File: src/rtl/dvi_tmds_encoder.sv
// DVI 1.0 TMDS encoder: RGB + syncs to three DC-balanced 10-bit symbols.
// Two-stage pipeline: stage 1 minimises transitions, stage 2 balances DC or emits control tokens.
module dvi_tmds_encoder #(
  parameter logic HS_INV = 1'b0,
  parameter logic VS_INV = 1'b0
) (
  input  logic        vga_clk,
  input  logic        sys_rst_n,
  input  logic        rgb_valid,
  input  logic        hsync,
  input  logic        vsync,
  input  logic [23:0] rgb,
  output logic [9:0]  tmds_r,
  output logic [9:0]  tmds_g,
  output logic [9:0]  tmds_b,
  output logic        de_out
);

  localparam logic [9:0] Tok00 = 10'h354;
  localparam logic [9:0] Tok01 = 10'h0AB;
  localparam logic [9:0] Tok10 = 10'h154;
  localparam logic [9:0] Tok11 = 10'h2AB;

  // Channel index: 0 = blue, 1 = green, 2 = red
  logic [8:0]        w_qm      [3];
  logic [8:0]        r_qm      [3];
  logic [3:0]        r_n1q     [3];
  logic              r_de;
  logic [1:0]        r_ctl;
  logic signed [4:0] w_diff    [3];
  logic signed [4:0] w_cnt_d   [3];
  logic signed [4:0] r_cnt     [3];
  logic [9:0]        w_sym_d   [3];
  logic [9:0]        r_sym     [3];
  logic              r_de2;

  function automatic logic [3:0] f_pop8(input logic [7:0] d);
    logic [3:0] n;
    n = '0;
    for (int i = 0; i < 8; i++) n = n + {3'b000, d[i]};
    return n;
  endfunction

  function automatic logic [8:0] f_qm(input logic [7:0] d);
    logic [8:0] q;
    logic [3:0] n1;
    logic       use_xnor;
    n1       = f_pop8(d);
    use_xnor = (n1 > 4'd4) || ((n1 == 4'd4) && !d[0]);
    q        = '0;
    q[0]     = d[0];
    for (int i = 1; i < 8; i++) q[i] = use_xnor ? ~(q[i-1] ^ d[i]) : (q[i-1] ^ d[i]);
    q[8] = ~use_xnor;
    return q;
  endfunction

  function automatic logic [9:0] f_tok(input logic [1:0] c);
    logic [9:0] t;
    unique case (c)
      2'b00:   t = Tok00;
      2'b01:   t = Tok01;
      2'b10:   t = Tok10;
      default: t = Tok11;
    endcase
    return t;
  endfunction

  always_comb begin
    for (int ch = 0; ch < 3; ch++) w_qm[ch] = f_qm(rgb[8*ch +: 8]);
  end

  always_ff @(posedge vga_clk or negedge sys_rst_n) begin
    if (!sys_rst_n) begin
      for (int ch = 0; ch < 3; ch++) begin
        r_qm[ch]  <= '0;
        r_n1q[ch] <= '0;
      end
      r_de  <= 1'b0;
      r_ctl <= 2'b00;
    end else begin
      for (int ch = 0; ch < 3; ch++) begin
        r_qm[ch]  <= w_qm[ch];
        r_n1q[ch] <= f_pop8(w_qm[ch][7:0]);
      end
      r_de  <= rgb_valid;
      r_ctl <= {vsync ^ VS_INV, hsync ^ HS_INV};
    end
  end

  always_comb begin
    for (int ch = 0; ch < 3; ch++) begin
      // n1q - n0q == 2*n1q - 8, range -8..8
      w_diff[ch]  = $signed({r_n1q[ch], 1'b0} - 5'd8);
      w_sym_d[ch] = Tok00;
      w_cnt_d[ch] = '0;
      if (r_de) begin
        if ((r_cnt[ch] == 5'sd0) || (r_n1q[ch] == 4'd4)) begin
          w_sym_d[ch] = {~r_qm[ch][8], r_qm[ch][8],
                         r_qm[ch][8] ? r_qm[ch][7:0] : ~r_qm[ch][7:0]};
          w_cnt_d[ch] = r_qm[ch][8] ? (r_cnt[ch] + w_diff[ch]) : (r_cnt[ch] - w_diff[ch]);
        end else if ((!r_cnt[ch][4] && (r_n1q[ch] > 4'd4)) ||
                     (r_cnt[ch][4] && (r_n1q[ch] < 4'd4))) begin
          w_sym_d[ch] = {1'b1, r_qm[ch][8], ~r_qm[ch][7:0]};
          w_cnt_d[ch] = r_cnt[ch] + $signed({3'b000, r_qm[ch][8], 1'b0}) - w_diff[ch];
        end else begin
          w_sym_d[ch] = {1'b0, r_qm[ch][8], r_qm[ch][7:0]};
          w_cnt_d[ch] = r_cnt[ch] - $signed({3'b000, ~r_qm[ch][8], 1'b0}) + w_diff[ch];
        end
      end else if (ch == 0) begin
        w_sym_d[ch] = f_tok(r_ctl);
      end
    end
  end

  always_ff @(posedge vga_clk or negedge sys_rst_n) begin
    if (!sys_rst_n) begin
      for (int ch = 0; ch < 3; ch++) begin
        r_sym[ch] <= Tok00;
        r_cnt[ch] <= '0;
      end
      r_de2 <= 1'b0;
    end else begin
      for (int ch = 0; ch < 3; ch++) begin
        r_sym[ch] <= w_sym_d[ch];
        r_cnt[ch] <= w_cnt_d[ch];
      end
      r_de2 <= r_de;
    end
  end

  assign tmds_b = r_sym[0];
  assign tmds_g = r_sym[1];
  assign tmds_r = r_sym[2];
  assign de_out = r_de2;

endmodule

File: config.mk
export PLATFORM = sky130hd
export DESIGN_NAME = dvi_tmds_encoder
export DESIGN_NICKNAME = d
export VERILOG_FILES = /design/src/rtl/dvi_tmds_encoder.sv
export SDC_FILE = /design/constraint.sdc
export NUM_CORES = 1
export LEC_CHECK = 0
export CORE_AREA = 2 2 144 146
export DETAILED_ROUTE_END_ITERATION = 8
export DIE_AREA = 0 0 146 148
export DONT_BUFFER_PORTS = 1
export GPL_ROUTABILITY_DRIVEN = 0
export SLEW_MARGIN = 30
export SYNTH_ARGS = -nofsm -noshare
export SYNTH_HDL_FRONTEND = slang
export SYNTH_SLANG_ARGS = --single-unit
File: constraint.sdc
create_clock -name vga_clk -period 7.2 [get_ports vga_clk]
set_input_delay 1.08 -clock vga_clk [delete_from_list [all_inputs] [get_ports vga_clk]]
set_output_delay 1.08 -clock vga_clk [all_outputs]
set_load 0.03 [all_outputs]
==> out/qor.csv, run 1 <==
stage;metric;value;unit
final_layout;area grow syn2layout;10.5;%
yosys;Syn Nets;710;
grt;first-pass GRT wire length;18500;microns
sta;Final setup viols;0;
place;Place WS;0.503;ns
cts;cts hold-fix bufs;0;
sta;max-slew violation count;0;
sta;Period Utilization, post-route;87.8;%
floorplanning;Cell Rows;52;
floorplanning;core area;20000;sq um
critical_path;Setup CP Type;input port to flip-flop;
critical_path;CP Launch Type;input port;
sta;unrepaired setup endpoints after global routing;no;
final_layout;# diodes;0;
cts;PostCTS Resize Cnt;0;
yosys;synthesis-stage register bit count;85;
detailed_routing;Total Wirelength;10700;microns
grt;gr ovfl total;0;
grt;gr usage total;10.6;%
run_status;outcome;completed;
critical_path;Critical Path AT;6.54;ns
floorplanning;Ports;60;
grt;antenna violations before repair;0;
sta;final worst slack;0.879;ns
final_layout;share of cells above drive strength 1;9.95;%
place;detailed placement HPWL;8300;microns
detailed_routing;ANT nets after route;0;
detailed_routing;DRT iter0 DRCs;140;
cts;Clock Tree Buf Depth;2;
cts;Root Driver;clkbuf_16;
sta;Fmax;0.158;GHz
detailed_routing;first-pass iteration count of the detailed router;4;
run;Max Cap Viol;0;
sta;Period minus WS final;6.32;ns
detailed_routing;DR vias;3610;
yosys;sequential fraction of the synthesis area;34.9;%
detailed_routing;DRC Markers;0;
floorplanning;die area;21600;sq um
floorplanning;Initial Util;30.7;%
sta;Worst Skew;0.00815;ns
grt;vias in the first global route;3746;
floorplanning;die height;148;microns
floorplanning;chip width;146;microns
sta;Final Hold Fails;0;
yosys;Mapped Avg Cell Area;10.7;sq um
cts;CTS tree;yes;
sta;setup_tns;0;ns
critical_path;Critical Path RT;7.42;ns
cts;CTS buffer count;9;
sta;Slew Limit Headroom;46.9;%
yosys;synthesized area;6150;sq um
yosys;Mapped Cells;575;
sta;worst slew pin tran;0.787;ns
cts;clk_lat worst skew;0.34;ns
yosys;Yosys warning count;0;
min_path;Hold Crit Class;input port to async pin;
final_layout;most frequent cells in the layout;inv_1, dfrtp_1, ha_1;
critical_path;crit path max fanout;5;
yosys;Unique masters post-synth;37;
cts;Worst-path clk slew;0.06;ns
detailed_routing;WL/cell;12.5;microns
final_layout;commonest non-fill, non-tap cell in the layout;inv_1;
detailed_routing;Vias/cell;4.23;
grt;largest net degree at the start of global routing;86;
place;IO buf count;0;
cts;htree depth;3;
final_layout;fin nets;713;
cts;postcts setup bufs;0;
critical_path;Worst setup EP type;flip-flop;
cts;clk sinks;85;
## worst paths after layout
kind,slack [ns],startpoint,cells past startpoint,endpoint
min in group vga_clk,0.49,r_qm[6],2,tmds_r[6]
worst min-delay path,0.44,sys_rst_n,0,r_qm[9]
worst max-delay path,0.88,rgb[8],19,r_n1q[6]
worst min register to register,0.49,r_qm[6],2,tmds_r[6]
max in group asynchronous,6.53,sys_rst_n,0,tmds_b[8]
worst max register to register,4.53,r_qm[26],9,r_cnt[14]
## Yosys cell counts
cell type / instances / area (sq um)
xor2_1: 33 / 289
a31oi_1: 3 / 18.8
fa_1: 38 / 761
a21o_1: 11 / 82.6
xnor3_2: 2 / 47.6
o22ai_1: 1 / 6.26
a211oi_1: 6 / 45.0
and2_1: 16 / 100
nand2_1: 27 / 101
clkbuf_1: 7 / 26.3
o21ba_2: 3 / 30.0
xnor2_2: 2 / 32.5
and3_1: 3 / 18.8
nor3b_1: 9 / 67.6
o41ai_1: 3 / 26.3
ha_1: 68 / 851
nor3_1: 7 / 35.0
xnor2_4: 2 / 55.1
or3b_2: 3 / 26.3
a21oi_1: 19 / 95.1
mux2_2: 9 / 101
dfstp_2: 15 / 394
inv_1: 107 / 402
and3b_1: 3 / 26.3
nand2b_1: 2 / 12.5
dfrtp_1: 70 / 1750
o21a_1: 3 / 22.5
nor2b_1: 3 / 18.8
nor2_1: 12 / 45.0
a211o_1: 3 / 26.3
nand3_1: 6 / 30.0
buf_4: 1 / 7.51
mux2i_1: 3 / 30.0
o21ai_0: 15 / 75.1
xnor2_1: 51 / 447
nor4_1: 3 / 18.8
buf_2: 6 / 30.0
## kinds of logic after synthesis
kind of cell,synth area share [%]
mux,2.14
simple gates,8.13
flops,34.9
xor+xnor,14.2
buf+inv,7.56
compound gates,6.95
fa+ha+maj,26.2
## per-stage QoR
step | std cells | area, sq um | util, % | hold slack [ns]
global placement | 837 | 6470 | 32.3 | 0.472
CTS | 853 | 6800 | 33.9 | 0.417
global route | 853 | 6800 | 33.9 | 0.422
floorplan | 575 | 6150 | - | 0.352
detailed placement | 837 | 6470 | 32.3 | 0.489
finish | 853 | 6800 | 33.9 | 0.441
## worst max-delay path, cell delays in order
cell	delay (ns)
inv_1	0.08
fa_1	0.56
fa_1	0.43
fa_1	0.50
inv_1	0.05
ha_1	0.20
fa_1	0.44
nor3_1	0.24
o21ai_0	0.11
a21oi_1	0.46
xnor2_1	0.18
fa_1	0.54
fa_1	0.44
fa_1	0.48
inv_1	0.07
ha_1	0.15
inv_1	0.05
fa_1	0.37
xnor2_1	0.13
## layer usage
layer	wire length, microns	share of wire [%]	GRT usage, %
met1	4830	45	13.6
met2	5230	49	17.8
met3	385	3.6	1.79
met4	245	2.3	4.56
met5	0	0	0
## flip-flops by register name (all words and copies together) (netlist names)
| signal | cells |
|---|---|
| de_out | 1 |
| r_cnt | 12 |
| r_ctl | 2 |
| r_de | 1 |
| r_n1q | 12 |
| r_qm | 27 |
| tmds_b | 10 |
| tmds_g | 10 |
| tmds_r | 10 |
## cell type report
cell class / count / area [sq um]
Clock inverter: 5 / 83.8
Clock buffer: 11 / 243
Multi-Input combinational cell: 369 / 3540
Timing Repair Buffer: 6 / 45.0
Fill cell: 2077 / 13200
Inverter: 107 / 402
Sequential cell: 85 / 2150
Tap cell: 270 / 338
Power of run 1 is not shown: default switching activity piles up to over one toggle a cycle in this logic, so the estimate is an artifact.
==> run 2, diff against run 1 <==
CORE_AREA = 5 5 147 149   (was 2 2 144 146)
CTS_CLUSTER_SIZE = 16   (was not set)
DIE_AREA = 0 0 152 154   (was 0 0 146 148)
PLACE_DENSITY = 0.5   (was not set)
==> out/qor.csv, run 2 (synthesized netlist as in run 1, its figures left out) <==
stage;metric;value;unit;change
run_status;outcome;completed;;
cts;Worst-path clk slew;0.07;ns;about the same
sta;Final Hold Fails;0;;unchanged
final_layout;area grow syn2layout;9.78;%;
critical_path;R2R Setup Slk;4.50;ns;-0.03 ns
final_layout;Register Area;2150;sq um;about the same
floorplanning;die height;154;microns;+4.1%
sta;Slew Limit Headroom;61.5;%;+15 points
grt;gr ovfl total;0;;unchanged
detailed_routing;first-pass iteration count of the detailed router;4;;unchanged
grt;gr usage total;10.7;%;+0.14 points
run;Max Cap Viol;0;;unchanged
critical_path;r2r endpoint;r_cnt[14];;
cts;CTS tree;yes;;
critical_path;Critical Path AT;6.54;ns;about the same
floorplanning;Cell Rows;52;;unchanged
sta;unrepaired setup endpoints after global routing;no;;
final_layout;share of cells above drive strength 1;9.79;%;-0.15 points
final_layout;max reg flops;27;;unchanged
final_layout;multi-input combinational cell area;3540;sq um;unchanged
cts;Root Driver;clkbuf_16;;
floorplanning;core area;20000;sq um;unchanged
cts;clk_lat worst skew;0.35;ns;about the same
critical_path;CP Launch Type;input port;;
final_layout;Filler Cell Count;2076;;-0.048%
final_layout;biggest regs;r_qm (27), r_cnt (12), r_n1q (12);;
critical_path;Worst setup EP type;flip-flop;;
critical_path;Setup CP Type;input port to flip-flop;;
critical_path;most used cell, CP;fa_1;;
grt;antenna violations before repair;1;;+1
critical_path;crit-path max cell delay;0.57;ns;about the same
final_layout;commonest non-fill, non-tap cell in the layout;inv_1;;
detailed_routing;DR vias;3747;;+3.8%
grt;largest net degree at the start of global routing;86;;unchanged
detailed_routing;WL/cell;13.8;microns;+10%
sta;worst slew pin tran;0.573;ns;-0.214 ns
sta;setup_tns;0;ns;unchanged
critical_path;crit path max fanout;5;;unchanged
critical_path;RR Startpoint;r_qm[26];;
detailed_routing;DRC Markers;0;;unchanged
place;placed insts;836;;-0.12%
critical_path;critical path's slowest cell;fa_1;;
cts;Clock Tree Buf Depth;2;;unchanged
final_layout;Top reg by flops;r_qm;;
place;IO buf count;0;;unchanged
floorplanning;chip width;152;microns;+4.1%
detailed_routing;Vias/cell;4.40;;+3.9%
sta;max-slew violation count;0;;unchanged
sta;Final setup viols;0;;unchanged
grt;first-pass GRT wire length;20600;microns;+11%
final_layout;fin nets;712;;-0.14%
final_layout;# diodes;0;;unchanged
floorplanning;die area;23400;sq um;+8.3%
place;detailed placement HPWL;9220;microns;+11%
final_layout;most frequent cells in the layout;inv_1, dfrtp_1, ha_1;;
sta;Period Utilization, post-route;87.6;%;-0.19 points
cts;htree depth;3;;unchanged
detailed_routing;Total Wirelength;11800;microns;+10%
floorplanning;Ports;60;;unchanged
cts;postcts setup bufs;0;;unchanged
detailed_routing;DRT iter0 DRCs;173;;+24%
grt;vias in the first global route;4168;;+11%
detailed_routing;ANT nets after route;0;;unchanged
final_layout;final cell count without fillers;852;;-0.12%
cts;PostCTS Resize Cnt;0;;unchanged
critical_path;Worst Reg-to-Reg Cells;9;;unchanged
cts;clk sinks;85;;unchanged
sta;Worst Skew;0.00733;ns;-0.000828 ns
sta;Fmax;0.159;GHz;+0.22%
critical_path;Critical Path RT;7.43;ns;about the same
floorplanning;Initial Util;30.7;%;unchanged
sta;hold slack;0.419;ns;-0.0220 ns
cts;cts hold-fix bufs;0;;unchanged
min_path;Hold Crit Class;input port to async pin;;
place;Placed Area;6460;sq um;-0.14%
critical_path;cell breakdown of the critical path;inv_1, fa_1, fa_1, fa_1, inv_1, ha_1, fa_1, nor3_1, o22ai_1, xor2_1, fa_1, fa_1, inv_1, fa_1, ha_1, inv_1, fa_1, xnor2_1;;
cts;CTS buffer count;9;;unchanged
final_layout;Finished Cell Area;6760;sq um;-0.66%
sta;Period minus WS final;6.31;ns;-0.0137 ns
[run 2: changes by cell type in the layout (fill, tap and decap cells not counted), sizes merged]
cell,previous run,this run
clkinvlp,2,1
buf,6,5
bufinv,2,0
clkbuf,11,9
clkinv,0,3
inv,108,110
[run 2: how the worst max path moves through the flow]
stage / to / start / cells past startpoint
2_1_floorplan: r_n1q[10] / rgb[0] / 18
3_3_place_gp: r_n1q[9] / rgb[0] / 18
3_5_place_dp: r_n1q[10] / rgb[0] / 18
4_1_cts: r_n1q[10] / rgb[0] / 18
5_1_grt: r_n1q[10] / rgb[0] / 18
6_report: r_n1q[10] / rgb[0] / 18
[run 2: metrics by stage]
| stage | setup slack (ns) | utilization (%) |
|---|---|---|
| after floorplan | 0.825 | - |
| after global placement | 0.698 | 32.3 |
| after detailed placement | 0.476 | 32.3 |
| after CTS | 0.846 | 33.7 |
| after global routing | 0.691 | 33.7 |
| final | 0.893 | 33.7 |
[run 2: area by class of cell]
class	count	share of cell area, %
clock buffer	9	3.33
clock inverter	7	0.963
inverter	107	5.95
timing repair buffer	5	0.556
sequential	85	31.8
multi-input combinational	369	52.4
tap	270	5.00
[run 2: metal layers]
layer	wire length [microns]	vias to the layer above	track usage (%)
met5	0	-	0
met4	178	0	3.00
met3	662	15	3.99
met2	5710	64	17.8
met1	5230	1851	13.2
li1	-	1817	-
[run 2: critical path, delay by kind of cell]
| family | cells | cell delay (ns) |
|---|---|---|
| simple gates | 1 | 0.05 |
| buf+inv | 4 | 0.22 |
| compound gates | 1 | 0.31 |
| xor+xnor | 2 | 0.62 |
| fa+ha+maj | 10 | 4.26 |
Power of run 2 is left out for the same reason.
==> run 3, diff against run 2 <==
CORE_AREA = 5 5 206 108   (was 5 5 147 149)
DIE_AREA = 0 0 211 113   (was 0 0 152 154)
PLACE_DENSITY = not set   (was 0.5)
PLACE_DENSITY_LB_ADDON = 0.3   (was not set)
==> out/qor.csv, run 3 (synthesized netlist as in run 1, its figures left out) <==
stage;metric;value;unit;change
run_status;outcome;completed;;
floorplanning;core area;20200;sq um;+0.72%
sta;Period minus WS final;6.31;ns;+0.00122 ns
sta;final worst slack;0.891;ns;-0.00121 ns
sta;Slew Limit Headroom;50.0;%;-11 points
grt;largest net degree at the start of global routing;86;;unchanged
critical_path;Worst setup EP type;flip-flop;;
detailed_routing;Vias/cell;4.29;;-2.5%
detailed_routing;Total Wirelength;11700;microns;-0.83%
cts;cts hold-fix bufs;0;;unchanged
grt;gr ovfl total;0;;unchanged
cts;PostCTS Resize Cnt;0;;unchanged
final_layout;Top reg by flops;r_qm;;
sta;unrepaired setup endpoints after global routing;no;;
final_layout;area grow syn2layout;10.3;%;
grt;antenna violations before repair;0;;-1
critical_path;Setup CP Type;input port to flip-flop;;
floorplanning;Cell Rows;37;;-29%
critical_path;Critical Path AT;6.54;ns;about the same
sta;Final setup viols;0;;unchanged
final_layout;max reg flops;27;;unchanged
sta;worst slew pin tran;0.744;ns;+0.171 ns
floorplanning;die height;113;microns;-27%
grt;vias in the first global route;3902;;-6.4%
critical_path;CP Launch Type;input port;;
min_path;Hold Crit Class;input port to async pin;;
detailed_routing;DRT iter0 DRCs;174;;+0.58%
detailed_routing;DRC Markers;0;;unchanged
floorplanning;chip width;211;microns;+39%
run;Max Cap Viol;0;;unchanged
sta;Final Hold Fails;0;;unchanged
floorplanning;Initial Util;30.5;%;-0.22 points
cts;Clock Tree Buf Depth;2;;unchanged
sta;hold slack;0.429;ns;+0.00984 ns
grt;first-pass GRT wire length;20100;microns;-2.4%
sta;setup_tns;0;ns;unchanged
critical_path;Critical Path RT;7.43;ns;about the same
floorplanning;die area;23800;sq um;+1.9%
detailed_routing;WL/cell;13.7;microns;-1.2%
detailed_routing;DR vias;3665;;-2.2%
cts;postcts setup bufs;0;;unchanged
cts;Root Driver;clkbuf_16;;
final_layout;biggest regs;r_qm (27), r_cnt (12), r_n1q (12);;
detailed_routing;first-pass iteration count of the detailed router;4;;unchanged
detailed_routing;ANT nets after route;0;;unchanged
final_layout;# diodes;0;;unchanged
final_layout;share of cells above drive strength 1;9.97;%;+0.17 points
final_layout;fin nets;712;;unchanged
final_layout;Register Area;2150;sq um;+0.17%
critical_path;Worst Reg-to-Reg Cells;9;;unchanged
place;Place WS;0.538;ns;+0.0627 ns
cts;Worst-path clk slew;0.07;ns;about the same
final_layout;multi-input combinational cell area;3540;sq um;unchanged
place;IO buf count;0;;unchanged
sta;Fmax;0.159;GHz;about the same
final_layout;Filler Cell Count;2041;;-1.7%
place;detailed placement HPWL;9130;microns;-0.98%
grt;gr usage total;10.5;%;-0.21 points
sta;Period Utilization, post-route;87.6;%;about the same
cts;clk_lat worst skew;0.34;ns;about the same
floorplanning;Ports;60;;unchanged
sta;max-slew violation count;0;;unchanged
critical_path;crit path max fanout;5;;unchanged
final_layout;most frequent cells in the layout;inv_1, dfrtp_1, ha_1;;
cts;CTS tree;yes;;
cts;htree depth;3;;unchanged
cts;CTS buffer count;9;;unchanged
final_layout;commonest non-fill, non-tap cell in the layout;inv_1;;
cts;clk sinks;85;;unchanged
sta;Worst Skew;0.0107;ns;+0.00338 ns
## run 3: changes by cell type in the layout (fill, tap and decap cells not counted), sizes merged
cell	previous run	this run
bufinv	0	1
clkinv	3	1
clkinvlp	1	2
## run 3: critical path: stages
cell	delay (ns)
inv_1	0.07
fa_1	0.56
fa_1	0.42
fa_1	0.49
inv_1	0.04
ha_1	0.20
fa_1	0.44
nor3_1	0.25
o21ai_0	0.11
a21oi_1	0.45
xnor2_1	0.18
fa_1	0.55
fa_1	0.44
fa_1	0.47
inv_1	0.07
ha_1	0.16
inv_1	0.05
fa_1	0.47
inv_1	0.04
## run 3: path summary, 6_finish.rpt
path / start / slack (ns) / end
max: rgb[8] / 0.89 / r_n1q[5]
min: sys_rst_n / 0.43 / r_cnt[4]
max reg2reg: r_qm[17] / 4.42 / r_cnt[9]
min reg2reg: r_qm[2] / 0.50 / tmds_r[2]
max in group asynchronous: sys_rst_n / 6.57 / tmds_b[4]
min in group vga_clk: r_qm[2] / 0.50 / tmds_r[2]
## run 3: final cells by class
| cell class | instances | area share (%) |
|---|---|---|
| inverter | 107 | 5.91 |
| tap | 273 | 5.03 |
| clock inverter | 7 | 1.36 |
| clock buffer | 9 | 3.32 |
| sequential | 85 | 31.7 |
| timing repair buffer | 5 | 0.553 |
| multi-input combinational | 369 | 52.2 |
## run 3: routing by layer
layer  vias up  track usage (%)  part of all wire (%)
li1       1824                -                     -
met1      1777             15.7                    54
met2        54             14.9                    41
met3        10             2.88                   3.7
met4         0             2.89                   1.2
met5         -                0                     0
## run 3: metrics by stage
stage / cells / utilization [%] / area, sq um
2_1_floorplan: 575 / - / 6150
3_3_place_gp: 839 / 32.1 / 6470
3_5_place_dp: 839 / 32.1 / 6470
4_1_cts: 855 / 33.6 / 6790
5_1_grt: 855 / 33.6 / 6790
6_report: 855 / 33.6 / 6790
Power of run 3 is left out for the same reason.
